==> config.mk <==
export PLATFORM = sky130hd
export DESIGN_NAME = mmc1_serial_writer
export DESIGN_NICKNAME = d
export VERILOG_FILES = /design/src/rtl/mmc1_serial_writer.sv
export SDC_FILE = /design/constraint.sdc
export NUM_CORES = 1
export LEC_CHECK = 0
export ABC_CLOCK_PERIOD_IN_PS = 1350
export BUFFER_PORTS_ARGS = -buffer_cell sky130_fd_sc_hd__buf_2
export CAP_MARGIN = 20
export CELL_PAD_IN_SITES_DETAIL_PLACEMENT = 0
export CELL_PAD_IN_SITES_GLOBAL_PLACEMENT = 2
export CORE_UTILIZATION = 25
export CTS_BUF_LIST = sky130_fd_sc_hd__clkbuf_2 sky130_fd_sc_hd__clkbuf_4 sky130_fd_sc_hd__clkbuf_8
export CTS_CLUSTER_DIAMETER = 40
export DETAILED_ROUTE_END_ITERATION = 10
export PLACE_DENSITY_LB_ADDON = 0.25
export REMOVE_ABC_BUFFERS = 1
export SYNTH_ARGS = -nofsm -noshare
export SYNTH_HDL_FRONTEND = slang
export SYNTH_SLANG_ARGS = --single-unit
==> constraint.sdc <==
create_clock -name clk -period 1.35 [get_ports clk]
set_clock_uncertainty 0.05 [all_clocks]
set_input_delay 0.0675 -clock clk [delete_from_list [all_inputs] [get_ports clk]]
set_output_delay 0.0675 -clock clk [all_outputs]
set_load 0.03 [all_outputs]
==> src/rtl/mmc1_serial_writer.sv <==
// mmc1_serial_writer
//   Bus master that replays a parallel MMC1 register load as the CPU write
//   sequence the mapper expects: an optional $80 shift-reset write, then five
//   single-bit writes (LSB first) to $8000/$A000/$C000/$E000. Every write is
//   followed by GAP_CE ce ticks with cpu_write low.
//
// Parameters
//   GAP_CE     : ce ticks with cpu_write low between writes (>= 1)
//   FIFO_DEPTH : request FIFO depth (power of two, >= 2), FIFO build only
//
// Build option
//   MMC1_WR_FIFO_EN : when defined, requests queue in a FIFO_DEPTH-entry FIFO
//                     and req_ready = !full. When undefined, a single holding
//                     register is used and req_ready is low from accept to done.
//
// Ports
//   clk, reset        : clock, synchronous active-high reset
//   ce                : CPU M2 enable, the FSM only advances on ce
//   req_valid/ready   : request handshake (accept needs no ce)
//   req_reg/data/sync : target register, 5-bit value, shift-reset request
//   cpu_addr/dout     : write address / data towards the mapper
//   cpu_write         : write strobe, one ce period wide
//   busy              : request pending or in progress
//   done              : one-clk pulse when the final gap of a request completes
module mmc1_serial_writer #(
  parameter int GAP_CE     = 1,
  parameter int FIFO_DEPTH = 4
) (
  input  logic        clk,
  input  logic        reset,
  input  logic        ce,
  input  logic        req_valid,
  output logic        req_ready,
  input  logic [1:0]  req_reg,
  input  logic [4:0]  req_data,
  input  logic        req_sync,
  output logic [15:0] cpu_addr,
  output logic [7:0]  cpu_dout,
  output logic        cpu_write,
  output logic        busy,
  output logic        done
);

  localparam int GW = (GAP_CE > 1) ? $clog2(GAP_CE) : 1;
  localparam logic [GW-1:0] GAP_LAST = GW'(GAP_CE - 1);

  typedef enum logic [2:0] {
    IDLE    = 3'd0,
    RST_WR  = 3'd1,
    RST_GAP = 3'd2,
    BIT_WR  = 3'd3,
    BIT_GAP = 3'd4
  } state_e;

  state_e          state_q, state_d;
  logic [2:0]      bit_q, bit_d;
  logic [GW-1:0]   gap_q, gap_d;
  logic            done_q, done_d;

  // Current request source: head of the FIFO or the holding register. The
  // entry stays in place while it is being sent and is released on done.
  logic            src_valid;
  logic [1:0]      src_reg;
  logic [4:0]      src_data;
  logic            src_sync;
  logic            push;
  logic            pop;

  assign push = req_valid && req_ready;
  assign pop  = done_d;

`ifdef MMC1_WR_FIFO_EN
  localparam int AW = (FIFO_DEPTH > 1) ? $clog2(FIFO_DEPTH) : 1;

  logic [7:0]    mem_q [FIFO_DEPTH];
  logic [AW-1:0] wptr_q, rptr_q;
  logic [AW:0]   cnt_q;

  assign req_ready = (cnt_q != (AW+1)'(FIFO_DEPTH));
  assign src_valid = (cnt_q != '0);
  assign {src_sync, src_reg, src_data} = mem_q[rptr_q];

  always_ff @(posedge clk) begin
    if (reset) begin
      wptr_q <= '0;
      rptr_q <= '0;
      cnt_q  <= '0;
    end else begin
      if (push) wptr_q <= wptr_q + AW'(1);
      if (pop)  rptr_q <= rptr_q + AW'(1);
      // Simultaneous push and pop leaves the count unchanged.
      case ({push, pop})
        2'b10:   cnt_q <= cnt_q + (AW+1)'(1);
        2'b01:   cnt_q <= cnt_q - (AW+1)'(1);
        default: cnt_q <= cnt_q;
      endcase
    end
  end

  always_ff @(posedge clk) begin
    if (push) mem_q[wptr_q] <= {req_sync, req_reg, req_data};
  end
`else
  logic       hold_v_q;
  logic [1:0] hold_reg_q;
  logic [4:0] hold_data_q;
  logic       hold_sync_q;

  assign req_ready = !hold_v_q;
  assign src_valid = hold_v_q;
  assign src_reg   = hold_reg_q;
  assign src_data  = hold_data_q;
  assign src_sync  = hold_sync_q;

  always_ff @(posedge clk) begin
    if (reset) begin
      hold_v_q <= 1'b0;
    end else if (push) begin
      hold_v_q <= 1'b1;
    end else if (pop) begin
      hold_v_q <= 1'b0;
    end
  end

  always_ff @(posedge clk) begin
    if (push) begin
      hold_reg_q  <= req_reg;
      hold_data_q <= req_data;
      hold_sync_q <= req_sync;
    end
  end
`endif

  always_ff @(posedge clk) begin
    if (reset) begin
      state_q <= IDLE;
      bit_q   <= '0;
      gap_q   <= '0;
      done_q  <= 1'b0;
    end else begin
      state_q <= state_d;
      bit_q   <= bit_d;
      gap_q   <= gap_d;
      done_q  <= done_d;
    end
  end

  always_comb begin
    state_d = state_q;
    bit_d   = bit_q;
    gap_d   = gap_q;
    done_d  = 1'b0;
    if (ce) begin
      case (state_q)
        IDLE: begin
          if (src_valid) begin
            state_d = src_sync ? RST_WR : BIT_WR;
            bit_d   = '0;
            gap_d   = '0;
          end
        end
        RST_WR: begin
          state_d = RST_GAP;
          gap_d   = '0;
        end
        RST_GAP: begin
          if (gap_q == GAP_LAST) begin
            state_d = BIT_WR;
            bit_d   = '0;
            gap_d   = '0;
          end else begin
            gap_d = gap_q + GW'(1);
          end
        end
        BIT_WR: begin
          state_d = BIT_GAP;
          gap_d   = '0;
        end
        BIT_GAP: begin
          if (gap_q == GAP_LAST) begin
            gap_d = '0;
            if (bit_q == 3'd4) begin
              state_d = IDLE;
              done_d  = 1'b1;
            end else begin
              bit_d   = bit_q + 3'd1;
              state_d = BIT_WR;
            end
          end else begin
            gap_d = gap_q + GW'(1);
          end
        end
        default: state_d = IDLE;
      endcase
    end
  end

  // Outputs decode the registered state only, so the strobe can only move on
  // a ce edge and spans exactly one ce period.
  always_comb begin
    cpu_addr  = '0;
    cpu_dout  = '0;
    cpu_write = 1'b0;
    case (state_q)
      RST_WR: begin
        cpu_addr  = 16'h8000;
        cpu_dout  = 8'h80;
        cpu_write = 1'b1;
      end
      RST_GAP: begin
        cpu_addr = 16'h8000;
        cpu_dout = 8'h80;
      end
      BIT_WR: begin
        cpu_addr  = {1'b1, src_reg, 13'h0000};
        cpu_dout  = {7'b0, src_data[bit_q]};
        cpu_write = 1'b1;
      end
      BIT_GAP: begin
        cpu_addr = {1'b1, src_reg, 13'h0000};
        cpu_dout = {7'b0, src_data[bit_q]};
      end
      default: ;
    endcase
  end

  assign busy = src_valid || (state_q != IDLE);
  assign done = done_q;

endmodule

==> impl_metrics.json, run 1 <==
{
  "yosysTopAreaCell": "sky130_fd_sc_hd__edfxtp_1",
  "power.internal_mw": 0.8287,
  "post-route-min-period_ps": 1405,
  "maxSlewViolCount": 0,
  "timing.critical_path.required_ps": 1230,
  "floorplan.die_area_sq_mm": 0.004122,
  "multi_input_comb_area_sq_um": 518.0,
  "status": "complete, but fails checks",
  "gp_congestion": 0.6901,
  "antenna_cells_inserted": 0,
  "netlist_top_cells_area": "sky130_fd_sc_hd__edfxtp_1, sky130_fd_sc_hd__dfxtp_1, sky130_fd_sc_hd__buf_4",
  "netlist-cell-type-count": 35,
  "whs_ps": 63.85,
  "syn_area_cell_sq_um": 9.482,
  "clkTransAtPathRegs_ps": 70,
  "wire_per_inst_um": 10.07,
  "grt_overflow_total": 0,
  "yosys_register_bits": 16,
  "antenna_found_initial": 0,
  "maximum_number_of_pins_on_one_net_before_global_route_repair": 14,
  "synth_seq_area_share": 0.4140,
  "worstSkewPairLatency_ps": 250,
  "post_synth_inst_count": 102,
  "drcViolationCount": 0,
  "layout-area-overhead-vs-synth_pct": 41.91,
  "worst-r2r-cell-count": 6,
  "timing.critical_path.to_type": "output port",
  "die_y_um": 64.20,
  "hold_viol": 0,
  "ys_dominant_reg_cell": "sky130_fd_sc_hd__edfxtp_1",
  "dpl.hpwl_mm": 1.395,
  "vias": 766,
  "p_comb_frac": 0.227,
  "path_max_fanout": 5,
  "yosys_warnings": 0,
  "cts_root_buffer": "sky130_fd_sc_hd__clkbuf_8",
  "setup_ws_ps": -55.02,
  "fin_total_pwr_mw": 1.192,
  "grt_pass1_vias": 697,
  "cts-buffers-inserted": 3,
  "design_area_sq_mm": 0.001373,
  "cp.arrival_ps": 1290,
  "synth_top_area_share": 0.2484,
  "critical_path_class": "reg -> out",
  "fin_nets": 158,
  "initial_core_util": 0.2622,
  "cts_num_sinks": 16,
  "drt_iter0_drc": 12,
  "irDropWorstVdd_mv": 0.3248,
  "power_frac_clock": 0.315,
  "grt_setup_unrepaired": "true",
  "detailedRoute.firstPassIterationCount": 2,
  "placed_area_sq_mm": 0.001121,
  "design.core.area_sq_mm": 0.003689,
  "viasPerCell": 4.010,
  "cts_max_path_buffers": 2,
  "synth_edf_count": 8,
  "finalCritPeriodShare": 1.041,
  "clock_tree.htree_level_count": 1,
  "placement.io_buffers": 20,
  "fmax_ghz": 0.7117,
  "power_per_cell_area_mw_per_mm2": 868.4,
  "power_switching_share": 0.3047,
  "worstHoldPathCells": 2,
  "leakage_nw": 0.5908,
  "maxCapViolations": 0,
  "io_pins": 40,
  "final_antenna_violating_net_count": 0,
  "critical_path.startpoint_type": "flop",
  "worstHoldPathType": "in -> reg",
  "grt_pass1_wl_mm": 3.118,
  "p_switching_mw": 0.3632,
  "drive_gt1_frac": 0.4476,
  "tritoncts": "done",
  "grt_usage": 0.09808,
  "power.share.sequential": 0.459,
  "async_flop_share": 0,
  "setup_viol": 1,
  "final-seq-area_sq_um": 415.4,
  "failing_checks": "setup timing",
  "mappedNetlistArea_sq_um": 967.2,
  "placementRows": 22,
  "drt-total-wl_mm": 1.924,
  "die_width_um": 64.20,
  "final_util": 0.3721,
  "filler_cell_count": 404
}
kinds of logic (layout without fill, tap and decap cells):
kind of cell,Yosys count,after routing,share of synthesized area
and+or+nand+nor,34,34,0.1954
buffers and inverters,27,50,0.1966
AOI/OAI and AO/OA,16,16,0.1035
DFF,16,16,0.4140
muxes,4,4,0.04269
adders and majority gates,2,2,0.02587
xor gates and xnor gates,2,2,0.01811
other,1,19,0.003877
metrics by stage:
step | setup TNS [ps] | cells | setup WS [ps]
after floorplan | -276.2 | 96 | -120.3
after global placement | -383.7 | 178 | -118.3
after detailed placement | -378.2 | 178 | -116.2
after CTS | -96.97 | 191 | -57.44
after global routing | -252.1 | 191 | -137.9
final | -55.02 | 191 | -55.02
critical path: stages, from the launching register on:
cell and delay [ps]:
sky130_fd_sc_hd__dfxtp_2 340, sky130_fd_sc_hd__buf_4 160, sky130_fd_sc_hd__a31oi_4 140, sky130_fd_sc_hd__o21ai_1 70, sky130_fd_sc_hd__and3_1 190, sky130_fd_sc_hd__buf_6 130
final timing paths:
check           start           to  slack (ps)
max          bit_q[2]  cpu_dout[0]         -60
min             reset     bit_q[1]          60
max reg2reg  bit_q[0]     hold_v_q           0
min reg2reg  bit_q[0]     bit_q[0]         550
sequential cells by signal, indices dropped and copies added (netlist names):
| register | count |
|---|---|
| hold_v_q | 1 |
| hold_sync_q | 1 |
| done | 1 |
| hold_reg_q | 2 |
| bit_q | 3 |
| state_q | 3 |
| hold_data_q | 5 |
cell type report:
cell class,count,area share
clock buffers,3,0.03008
flip-flops and latches,16,0.3026
inverters,3,0.008204
clock inverters,1,0.002735
well taps,48,0.04376
multi-input cells,77,0.3774
repair buffers,43,0.2352
layer usage:
| metal | track usage | part of all wire | vias to the layer above |
|---|---|---|---|
| met3 | 0.02143 | 0.030 | 2 |
| met4 | 0.03333 | 0.0068 | 0 |
| met2 | 0.1662 | 0.50 | 20 |
| li1 | - | - | 388 |
| met1 | 0.1221 | 0.46 | 356 |
| met5 | 0 | 0 | - |
Yosys cell counts, types with 3 or more instances:
library cell	n
sky130_fd_sc_hd__buf_4	19
sky130_fd_sc_hd__dfxtp_1	8
sky130_fd_sc_hd__edfxtp_1	8
sky130_fd_sc_hd__nand2_1	7
sky130_fd_sc_hd__nor2_1	7
sky130_fd_sc_hd__nor2b_1	4
sky130_fd_sc_hd__o21ai_0	4
sky130_fd_sc_hd__a21oi_1	3
sky130_fd_sc_hd__inv_1	3
sky130_fd_sc_hd__mux2i_1	3
sky130_fd_sc_hd__nand3_1	3
sky130_fd_sc_hd__o21ai_1	3
power groups by stage:
| stage | clock network (mW) | registers (mW) | logic (mW) |
|---|---|---|---|
| 2_1_floorplan | 0 | 0.560 | 0.161 |
| 3_3_place_gp | 0 | 0.558 | 0.239 |
| 3_5_place_dp | 0 | 0.559 | 0.239 |
| 4_1_cts | 0.389 | 0.546 | 0.262 |
| 5_1_grt | 0.412 | 0.550 | 0.290 |
| 6_report | 0.375 | 0.547 | 0.270 |
layout by cell type, fill, tap and decap left out, types with 2 or more instances in the layout:
| master | count |
|---|---|
| sky130_fd_sc_hd__a21oi_1 | 3 |
| sky130_fd_sc_hd__and2_4 | 2 |
| sky130_fd_sc_hd__buf_2 | 14 |
| sky130_fd_sc_hd__buf_4 | 15 |
| sky130_fd_sc_hd__buf_6 | 4 |
| sky130_fd_sc_hd__clkbuf_4 | 2 |
| sky130_fd_sc_hd__clkbuf_8 | 3 |
| sky130_fd_sc_hd__conb_1 | 19 |
| sky130_fd_sc_hd__dfxtp_1 | 2 |
| sky130_fd_sc_hd__dfxtp_2 | 3 |
| sky130_fd_sc_hd__dfxtp_4 | 3 |
| sky130_fd_sc_hd__dlygate4sd3_1 | 8 |
| sky130_fd_sc_hd__edfxtp_1 | 8 |
| sky130_fd_sc_hd__inv_2 | 2 |
| sky130_fd_sc_hd__mux2i_1 | 3 |
| sky130_fd_sc_hd__nand2_1 | 5 |
| sky130_fd_sc_hd__nand2_2 | 2 |
| sky130_fd_sc_hd__nand2b_1 | 2 |
| sky130_fd_sc_hd__nand3_1 | 3 |
| sky130_fd_sc_hd__nor2_1 | 6 |
| sky130_fd_sc_hd__nor2_2 | 2 |
| sky130_fd_sc_hd__nor2b_1 | 3 |
| sky130_fd_sc_hd__o21ai_0 | 3 |
| sky130_fd_sc_hd__o21ai_1 | 3 |
| sky130_fd_sc_hd__or4_4 | 2 |
| sky130_fd_sc_hd__xnor2_1 | 2 |
timing repair:
| item | CTS | global route |
|---|---|---|
| setup endpoints to repair | 12 | 9 |
| hold buffers | 8 | 0 |
| pin swaps | 5 | 3 |
| buffers inserted | 1 | 0 |
| hold endpoints to repair | 8 | 0 |
| gates resized for setup | 19 | 19 |
(Power assumes the default switching activity.)
==> run 2, diff against run 1 <==
--- a/config.mk
+++ b/config.mk
@@ -15,7 +15,6 @@
 export CTS_CLUSTER_DIAMETER = 40
 export DETAILED_ROUTE_END_ITERATION = 10
 export PLACE_DENSITY_LB_ADDON = 0.25
-export REMOVE_ABC_BUFFERS = 1
 export SYNTH_ARGS = -nofsm -noshare
 export SYNTH_HDL_FRONTEND = slang
 export SYNTH_SLANG_ARGS = --single-unit
==> run 2 against run 1 <==
The run still ends with setup timing left. Cell count up 2.1%. Die area unchanged. Sequential cell count unchanged.
==> impl_metrics.json, run 2 (synthesis gave the netlist of run 1 again) <==
{
  "largest_registers": "hold_data_q: 5 flops, bit_q: 3 flops, state_q: 3 flops",
  "hold_viol": 0,
  "path_max_fanout": 4,
  "die_y_um": 64.20,
  "filler_cell_count": 377,
  "placement.io_buffers": 20,
  "grt_pass1_wl_mm": 3.160,
  "post-route-min-period_ps": 1375,
  "cts_num_sinks": 16,
  "status": "complete, but fails checks",
  "dpl.hpwl_mm": 1.432,
  "vias": 775,
  "register_with_the_highest_flop_count": "hold_data_q",
  "irDropWorstVdd_mv": 0.3477,
  "tritoncts": "done",
  "initial_core_util": 0.2622,
  "top_delay_family_on_crit_path": "simple AND/OR/NAND/NOR gates",
  "placementRows": 22,
  "drive_gt1_frac": 0.4490,
  "fmax_ghz": 0.7271,
  "setup_ws_ps": -25.29,
  "cts_root_buffer": "sky130_fd_sc_hd__clkbuf_8",
  "floorplan.die_area_sq_mm": 0.004122,
  "leakage_nw": 0.6107,
  "timing.critical_path.to_type": "flop",
  "maximum_number_of_pins_on_one_net_before_global_route_repair": 11,
  "layout_commonest_cell": "sky130_fd_sc_hd__conb_1",
  "grt_usage": 0.1000,
  "cts_max_path_buffers": 2,
  "drcViolationCount": 0,
  "fin_total_pwr_mw": 1.179,
  "die_width_um": 64.20,
  "layout-area-overhead-vs-synth_pct": 44.63,
  "cp_slowest_cell": "sky130_fd_sc_hd__or4_4",
  "critical_path.startpoint_type": "flop",
  "design.core.area_sq_mm": 0.003689,
  "p_switching_mw": 0.3471,
  "antenna_cells_inserted": 0,
  "detailedRoute.firstPassIterationCount": 4,
  "cts-buffers-inserted": 3,
  "most_used_cells_in_the_layout_excluding_fill_and_tap_cells": "sky130_fd_sc_hd__conb_1, sky130_fd_sc_hd__buf_4, sky130_fd_sc_hd__buf_2",
  "power_per_cell_area_mw_per_mm2": 842.5,
  "power_switching_share": 0.2945,
  "clkTransAtPathRegs_ps": 60,
  "finalCritPeriodShare": 1.019,
  "maxCapViolations": 0,
  "grt_overflow_total": 0,
  "gp_congestion": 0.7643,
  "worstHoldPathType": "in -> reg",
  "grt_setup_unrepaired": "true",
  "grt_pass1_vias": 720,
  "drt-total-wl_mm": 1.978,
  "viasPerCell": 3.974,
  "antenna_found_initial": 0,
  "largest_register_ffs": 5,
  "critical_path_class": "reg -> reg",
  "cp_cell_sequence": "inv_2, ha_4, nand2_4, or4_4, a21oi_2, nor2_1",
  "timing.critical_path.required_ps": 1430,
  "whs_ps": 68.74,
  "io_pins": 40,
  "wire_per_inst_um": 10.14,
  "fin_nets": 162,
  "power.internal_mw": 0.8314,
  "setup_viol": 2,
  "totalNegativeSetupSlack_ps": -44.49,
  "p_comb_frac": 0.233,
  "final_antenna_violating_net_count": 0,
  "power_frac_clock": 0.303,
  "drt_iter0_drc": 6,
  "failing_checks": "setup timing",
  "clock_tree.htree_level_count": 1,
  "timing.critical_path.slowest_cell_delay_ps": 430,
  "worstSkewPairLatency_ps": 240,
  "power.share.sequential": 0.464,
  "cp.arrival_ps": 1460,
  "maxSlewViolCount": 0,
  "critPathBufInv": 1
}
## run 2: cell types whose count changed in the layout (fill, tap and decap cells not counted), sizes merged
cell	previous run	this run
buf	33	39
clkbuf	5	3
## run 2: what timing repair did
action / 4_1_cts / 5_1_grt
buffers inserted: 3 / 2
setup endpoints to repair: 11 / 6
hold buffers: 8 / 0
hold endpoints to repair: 8 / 0
pin swaps: 5 / 9
gates resized for setup: 22 / 14
## run 2: power by group through the flow
stage               Sequential, mW  Combinational [mW]  Clock [mW]
floorplan                    0.553               0.226           0
global placement             0.558               0.240           0
detailed placement           0.558               0.241           0
CTS                          0.546               0.264       0.373
global route                 0.549               0.292       0.410
finish                       0.547               0.275       0.357
## run 2: layout make-up
type	instances	area, sq um	share of cell area
timing repair buffer	47	351.6	0.2513
clock buffer	3	41.29	0.02952
inverter	3	11.26	0.008050
clock inverter	1	3.754	0.002683
sequential	16	415.4	0.2970
tap	48	60.06	0.04293
multi-input combinational	77	515.5	0.3685
## run 2: path summary, 6_finish.rpt
kind,from,end,slack [ps],cells past startpoint
max,bit_q[0],hold_v_q,-30,6
min,reset,bit_q[2],70,2
max reg2reg,bit_q[0],hold_v_q,-30,6
min reg2reg,state_q[0],done,550,2
## run 2: worst register-to-register path, stage by stage (launching register included)
cell,delay [ps]
sky130_fd_sc_hd__dfxtp_2,330
sky130_fd_sc_hd__inv_2,70
sky130_fd_sc_hd__ha_4,150
sky130_fd_sc_hd__nand2_4,70
sky130_fd_sc_hd__or4_4,430
sky130_fd_sc_hd__a21oi_2,130
sky130_fd_sc_hd__nor2_1,50
## run 2: through the flow
| stage | setup WS (ps) | area [sq um] | instances | util |
|---|---|---|---|---|
| after floorplan | -87.03 | 1039 | 120 | - |
| after global placement | -83.89 | 1125 | 178 | 0.3050 |
| after detailed placement | -126.8 | 1125 | 178 | 0.3050 |
| after CTS | -29.79 | 1335 | 193 | 0.3619 |
| after global routing | -133.1 | 1399 | 195 | 0.3792 |
| final | -25.29 | 1399 | 195 | 0.3792 |
## run 2: layer usage
metal / global-route usage / vias to the layer above / share of wire
li1: - / 396 / -
met1: 0.1126 / 357 / 0.42
met2: 0.1809 / 20 / 0.54
met3: 0.01786 / 2 / 0.033
met4: 0.04722 / 0 / 0.0066
met5: 0 / - / 0
